--- src/rtl/icache_line_fill.sv ---
// rtl/icache_line_fill.sv - instruction cache line refill engine over a narrow read bus
module icache_line_fill #(
    parameter int ADDR_WIDTH = 32,
    parameter int LINE_WIDTH = 128,
    parameter int BUS_WIDTH  = 32
) (
    input  logic                  clk_i,
    input  logic                  rst_ni,
    input  logic                  icache2mem_req_i,
    input  logic [ADDR_WIDTH-1:0] icache2mem_addr_i,
    output logic                  mem2icache_ack_o,
    output logic [LINE_WIDTH-1:0] mem2icache_data_o,
    output logic                  mem_req_o,
    output logic [ADDR_WIDTH-1:0] mem_addr_o,
    input  logic                  mem_ack_i,
    input  logic [BUS_WIDTH-1:0]  mem_rdata_i
);

    localparam int BEATS  = LINE_WIDTH / BUS_WIDTH;
    localparam int CNT_W  = $clog2(BEATS);
    localparam int OFF_W  = $clog2(LINE_WIDTH / 8);
    localparam int BOFF_W = $clog2(BUS_WIDTH / 8);

    typedef enum logic [1:0] {
        IDLE  = 2'd0,
        FILL  = 2'd1,
        DRAIN = 2'd2,
        DONE  = 2'd3
    } state_t;

    state_t                r_state;
    state_t                w_state_nxt;
    logic [ADDR_WIDTH-1:0] r_base;
    logic [CNT_W-1:0]      r_beat_cnt;
    logic [LINE_WIDTH-1:0] r_buf;

    logic                  w_load;
    logic                  w_write;
    logic                  w_inc;
    logic                  w_last;

    // The byte offset within the line is dropped when the base is latched.
    logic                  w_unused_addr;
    assign w_unused_addr = ^icache2mem_addr_i[OFF_W-1:0];

    assign w_last = (r_beat_cnt == CNT_W'(BEATS - 1));

    // State register.
    always_ff @(posedge clk_i) begin
        if (!rst_ni) begin
            r_state <= IDLE;
        end else begin
            r_state <= w_state_nxt;
        end
    end

    // Next state and datapath strobes; a withdrawal in FILL always wins over beat capture.
    always_comb begin
        w_state_nxt = r_state;
        w_load      = 1'b0;
        w_write     = 1'b0;
        w_inc       = 1'b0;
        case (r_state)
            IDLE: begin
                if (icache2mem_req_i) begin
                    w_load      = 1'b1;
                    w_state_nxt = FILL;
                end
            end
            FILL: begin
                if (!icache2mem_req_i) begin
                    w_state_nxt = mem_ack_i ? IDLE : DRAIN;
                end else if (mem_ack_i) begin
                    w_write = 1'b1;
                    if (w_last) begin
                        w_state_nxt = DONE;
                    end else begin
                        w_inc = 1'b1;
                    end
                end
            end
            DRAIN: begin
                if (mem_ack_i) begin
                    w_state_nxt = IDLE;
                end
            end
            DONE: begin
                w_state_nxt = IDLE;
            end
            default: begin
                w_state_nxt = IDLE;
            end
        endcase
    end

    // Line base, beat counter and line buffer; the buffer is never cleared between fills.
    always_ff @(posedge clk_i) begin
        if (!rst_ni) begin
            r_base     <= '0;
            r_beat_cnt <= '0;
            r_buf      <= '0;
        end else begin
            if (w_load) begin
                r_base     <= {icache2mem_addr_i[ADDR_WIDTH-1:OFF_W], OFF_W'(0)};
                r_beat_cnt <= '0;
            end else if (w_inc) begin
                r_beat_cnt <= r_beat_cnt + 1'b1;
            end
            if (w_write) begin
                for (int b = 0; b < BEATS; b++) begin
                    if (r_beat_cnt == CNT_W'(b)) begin
                        r_buf[b*BUS_WIDTH +: BUS_WIDTH] <= mem_rdata_i;
                    end
                end
            end
        end
    end

    assign mem_req_o         = (r_state == FILL) || (r_state == DRAIN);
    assign mem_addr_o        = r_base + (ADDR_WIDTH'(r_beat_cnt) << BOFF_W);
    assign mem2icache_ack_o  = (r_state == DONE) && icache2mem_req_i;
    assign mem2icache_data_o = r_buf;

endmodule
--- config.mk ---
export PLATFORM = sky130hd
export DESIGN_NAME = icache_line_fill
export DESIGN_NICKNAME = d
export VERILOG_FILES = /design/src/rtl/icache_line_fill.sv
export SDC_FILE = /design/constraint.sdc
export NUM_CORES = 1
export LEC_CHECK = 0
export ABC_AREA = 1
export BUFFER_PORTS_ARGS = -buffer_cell sky130_fd_sc_hd__buf_2
export CAP_MARGIN = 15
export CORE_ASPECT_RATIO = 1.5
export CORE_UTILIZATION = 52
export CTS_CLUSTER_SIZE = 16
export DETAILED_ROUTE_END_ITERATION = 7
export GPL_TIMING_DRIVEN = 1
export PLACE_DENSITY = 0.89
export SLEW_MARGIN = 20
export SYNTH_ARGS = -nofsm -noshare
export SYNTH_HDL_FRONTEND = slang
export SYNTH_SLANG_ARGS = --single-unit
--- constraint.sdc ---
create_clock -name clk_i -period 3.2 [get_ports clk_i]
set_input_delay 0.16 -clock clk_i [delete_from_list [all_inputs] [get_ports clk_i]]
set_output_delay 0.16 -clock clk_i [all_outputs]
set_load 0.005 [all_outputs]
# Word level (Yosys, flattened, before mapping)
# Index checks and enable logic that the tools add are counted.
dict set report totals {
  ff_bits 160
  input_bits 68
  wordCells 46
}
dict set report op_classes {
  addsub 2
  n_eq_ne 10
  muxes 16
  bitwise_logic 1
  n_reduce_logical 10
}
# operator count
set ops {}
lappend ops {{32-bit by 4-bit adder with 32-bit output} 1}
lappend ops {{2-bit 2-to-1 mux} 6}
lappend ops {{1-bit 2-to-1 mux} 9}
lappend ops {{2-bit == test, second input constant} 4}
lappend ops {{2-bit one-hot mux with 4 select lines} 1}
lappend ops {{2-bit AND reduction} 4}
lappend ops {{3-bit != test, second input constant} 2}
lappend ops {{2-bit by 1-bit == test with 1-bit output, second input constant} 2}
lappend ops {{2-bit zero test} 2}
lappend ops {{2-bit != test, second input constant} 2}
lappend ops {{4-bit AND reduction} 1}
lappend ops {{2-bit by 1-bit adder with 2-bit output, second input constant} 1}
lappend ops {{2-bit OR reduction} 1}
lappend ops {{1-bit logical AND} 1}
lappend ops {{1-bit logical OR} 1}
lappend ops {{1-bit inverter} 1}

# Depth between registers and ports, before layout
dict set report logic_depth {
  word_depth 5
  depth_mapped 9
}

# Worst setup path before layout
# No wires, ideal clock.
dict set report synth_timing {
  kind {register -> register}
  startpoint {register r_state[1]}
  endpoint {register r_buf[89], in the netlist mem2icache_data_o[89]}
  arrival_ps 1247
  setup_slack_ps 1837
  stages_incl_launch_ff 9
  path_buffers 1
  path_cell_list {dfxtp_1 -> inv_1 -> ha_1 -> nand2_2 -> nor2_4 -> nand2_2 -> buf_2 -> o21ai_0 -> nor2_1}
}
dict set report synth_between {
  elab_chain_cells 3
}
# item line
set synth_lines {}
lappend synth_lines {{from (decl)} 31} ;# state_t r_state;
lappend synth_lines {{from (signal assigned)} 53} ;# r_state <= w_state_nxt;
lappend synth_lines {{2-bit by 1-bit == test with 1-bit output} 63} ;# case (r_state)
lappend synth_lines {{1-bit 2-to-1 mux} 63}
lappend synth_lines {{2-bit AND reduction (no line)} -}
lappend synth_lines {{to (signal, indexed assignment)} 112} ;# r_buf[b*BUS_WIDTH +: BUS_WIDTH] <= mem_rdata_i;
lappend synth_lines {{to (decl)} 35} ;# logic [LINE_WIDTH-1:0] r_buf;
# Every way passes these cells.
# A chain may end at the register's enable or synchronous reset.

# Worst setup path in the final report
dict set report layout_timing {
  startpoint {register r_state[1]}
  endpoint {register r_buf[95], in the netlist mem2icache_data_o[95]}
}
# The elaborated chain is that of the path after synthesis.

==> summary.txt <==
Timing
  • Final Hold Vio Count: 0
  • RSZ-0062 raised after global routing: false
  • Fin. max-slew vios: 0
  • Final hold slack: between 0.015 and 0.02 ns
  • Worst slew pin tran: roughly 0.73 ns
  • TNS Setup: 0 ns
  • Min Tclk post-route: about 2.2 ns
  • Final Setup Violations: 0
  • Clock skew: slightly above 0.008 ns
  • Max Freq: about 450 MHz
  • Slew HR: roughly half
  • Part of the cycle the worst path needs: a little over two thirds

Die
  • # IOs: 230
  • Full die area: approximately 12000 µm²
  • Die width: just under 90 µm
  • FP Rows: 46
  • Starting density of the core: a little over half
  • Die Y: ~130 µm
  • Total core area: 10700 µm²

Detailed routing
  • Final wirelength: 16000 µm
  • Routed length per instance: around 14 µm
  • Via count: approximately 5.6k
  • Vias per inst: approximately 5
  • Met2 wire len: 8110 µm
  • DR pass1 iterations: 5
  • Iteration-0 DRC Markers: around 240
  • ANT nets after route: 0
  • WL met3: between 900 and 1000 µm
  • Residual DRC: 0
  • Top sig layer: met4
  • Met1 wire length: between 6000 and 7000 µm

Pwr
  • Final Power: just over 5 mW
  • VDD IR max: 463 µV
  • P_leak: between 3 and 4 nW
  • Pwr dens: ~680 nW/µm²

Global routing
  • Largest net degree at the start of global routing: between 80 and 90
  • All-Layer GR Usage: approximately 28%
  • Global-route wire length before repair: roughly 25000 µm
  • Vias in the first global route: 5363
  • Final global-route overflow total: 0
  • Initial antenna violation count: 0

Worst setup path
  • CP startpoint kind: flip-flop
  • Slack of the worst reg-to-reg path: around 0.96 ns
  • Critical Path Fanout Max: 33
  • Required @ worst endpoint: between 3 and 4 ns
  • Crit Path Class: flip-flop to flip-flop
  • CP Data Arrival Time: 2.54 ns
  • CP endpoint kind: flip-flop

Hold path
  • Hold WC Path Type: primary input to flip-flop

Synth
  • Syn Area/Cell: 7.88 µm²
  • Yosys cell types: 20
  • Post-Syn Area: roughly 5800 µm²
  • Synthesis warning total: 0
  • Sequential area share after synthesis: 55.4%
  • Syn Inst Count: ~730
  • FF+latch count, synth: 160

Placed design
  • I/O Buffers: 223
  • Detailed Place HPWL: around 10000 µm
  • Final GP Congestion: 0.790

Clock tree
  • Worst-path clk slew: roughly 0.070 ns
  • Post_cts resized: 0
  • Postcts setup bufs: 0
  • Htree depth: 4
  • CTS tree: built
  • CTS Buf Count: 17
  • Clk root buf: clkbuf_16
  • Hold buffers post-CTS: 22
  • Num Clock Sinks: 160
  • Worst-case clock buffer depth: 2
  • Clock insertion delay at the later pin of the skew report: roughly 0.41 ns

Final layout
  • Inserted Diodes: 0
  • Fin nets: 1033
  • Layout cell share with drive strength beyond 1: around 28%
  • Layout area overhead: 32.4%
  • Filler Cell Count: between 800 and 900

Run status
  • Status: finished clean

Flow run
  • Max-cap violation count: 0
-- kinds of logic (layout without fill, tap and decap cells) --
| family | count (synthesis) | in the layout | synth area share [%] |
|---|---|---|---|
| AND/OR/NAND/NOR | 338 | 338 | 22.3 |
| AO/OA/AOI/OAI | 163 | 163 | 14.2 |
| flip-flops | 160 | 160 | 55.4 |
| buffers and inverters | 64 | 299 | 6.32 |
| adder cells (fa/ha/maj) | 8 | 8 | 1.73 |
| other | 1 | 2 | 0.0648 |
-- per-stage QoR --
stage	cells	utilization (%)	setup slack, ns	cell area, µm²
2_1_floorplan	735	-	1.84	5790
3_3_place_gp	1060	63.9	1.08	6840
3_5_place_dp	1060	63.9	0.968	6840
4_1_cts	1114	71.6	0.931	7660
5_1_grt	1114	71.6	0.790	7660
6_report	1114	71.6	0.957	7660
-- area by class of cell --
class,instances,area (µm²),share of cell area [%]
timing repair buffer,251,1400,18.2
inverter,16,65.1,0.849
clock buffer,19,443,5.78
multi-input combinational,511,2220,29.0
clock inverter,13,153,1.99
sequential,160,3200,41.8
tap,144,180,2.35
-- synth_stat cells --
master / number / share of area [%]
o21ai_0: 84 / 7.3
o21ai_1: 74 / 6.4
nand2_1: 9 / 0.58
a21oi_1: 3 / 0.26
clkbuf_1: 16 / 1.0
nor2_4: 1 / 0.19
ha_1: 8 / 1.7
inv_2: 1 / 0.065
dfxtp_1: 160 / 55
nand3_1: 2 / 0.17
conb_1: 1 / 0.065
o21bai_1: 2 / 0.26
inv_1: 11 / 0.71
buf_6: 12 / 2.3
buf_4: 2 / 0.26
clkinv_2: 4 / 0.35
clkbuf_2: 12 / 1.0
buf_2: 6 / 0.52
nor2_1: 321 / 21
nand2_2: 5 / 0.54
-- placed cells by master, fill, tap and decap left out, drive strengths merged --
| cell type | instances |
|---|---|
| o21ai | 158 |
| clkinvlp | 5 |
| conb | 2 |
| inv | 17 |
| clkbuf | 19 |
| nand2 | 14 |
| nor2 | 322 |
| o21bai | 2 |
| bufinv | 2 |
| buf | 229 |
| ha | 8 |
| dfxtp | 160 |
| nand3 | 2 |
| a21oi | 3 |
| dlygate4sd3 | 22 |
| clkinv | 5 |
-- registers in the layout, indices dropped and copies added, names as in the netlist --
| name | count |
|---|---|
| r_state | 2 |
| r_beat_cnt | 2 |
| r_base | 28 |
| mem2icache_data_o | 128 |
-- where the power goes --
group | switching, mW | internal, mW | leakage, nW
sequential | 0.0976 | 2.18 | 1.30
combinational | 0.525 | 0.363 | 2.02
clock | 0.837 | 1.19 | 0.275
total | 1.46 | 3.73 | 3.60
-- metal layers --
layer,vias up,global-route usage [%]
met2,229,48.4
met4,0,15.9
met5,-,0
li1,2779,-
met3,52,7.60
met1,2536,29.7
-- final timing paths --
check,depth (start not counted),from,end
max,9,r_state[1],mem2icache_data_o[95]
min,3,icache2mem_addr_i[11],r_base[11]
max reg2reg,9,r_state[1],mem2icache_data_o[95]
min reg2reg,2,mem2icache_data_o[91],mem2icache_data_o[91]
-- critical path, stage by stage (launching register included) --
cell      delay (ns)
dfxtp_1         0.38
inv_1           0.08
ha_1            0.22
nand2_2         0.13
nor2_4          0.06
nand2_2         0.05
buf_4           0.34
clkinv_2        0.49
nor2_1          0.27
nor2_1          0.08
Note: power is estimated with default switching activity, not from simulation.
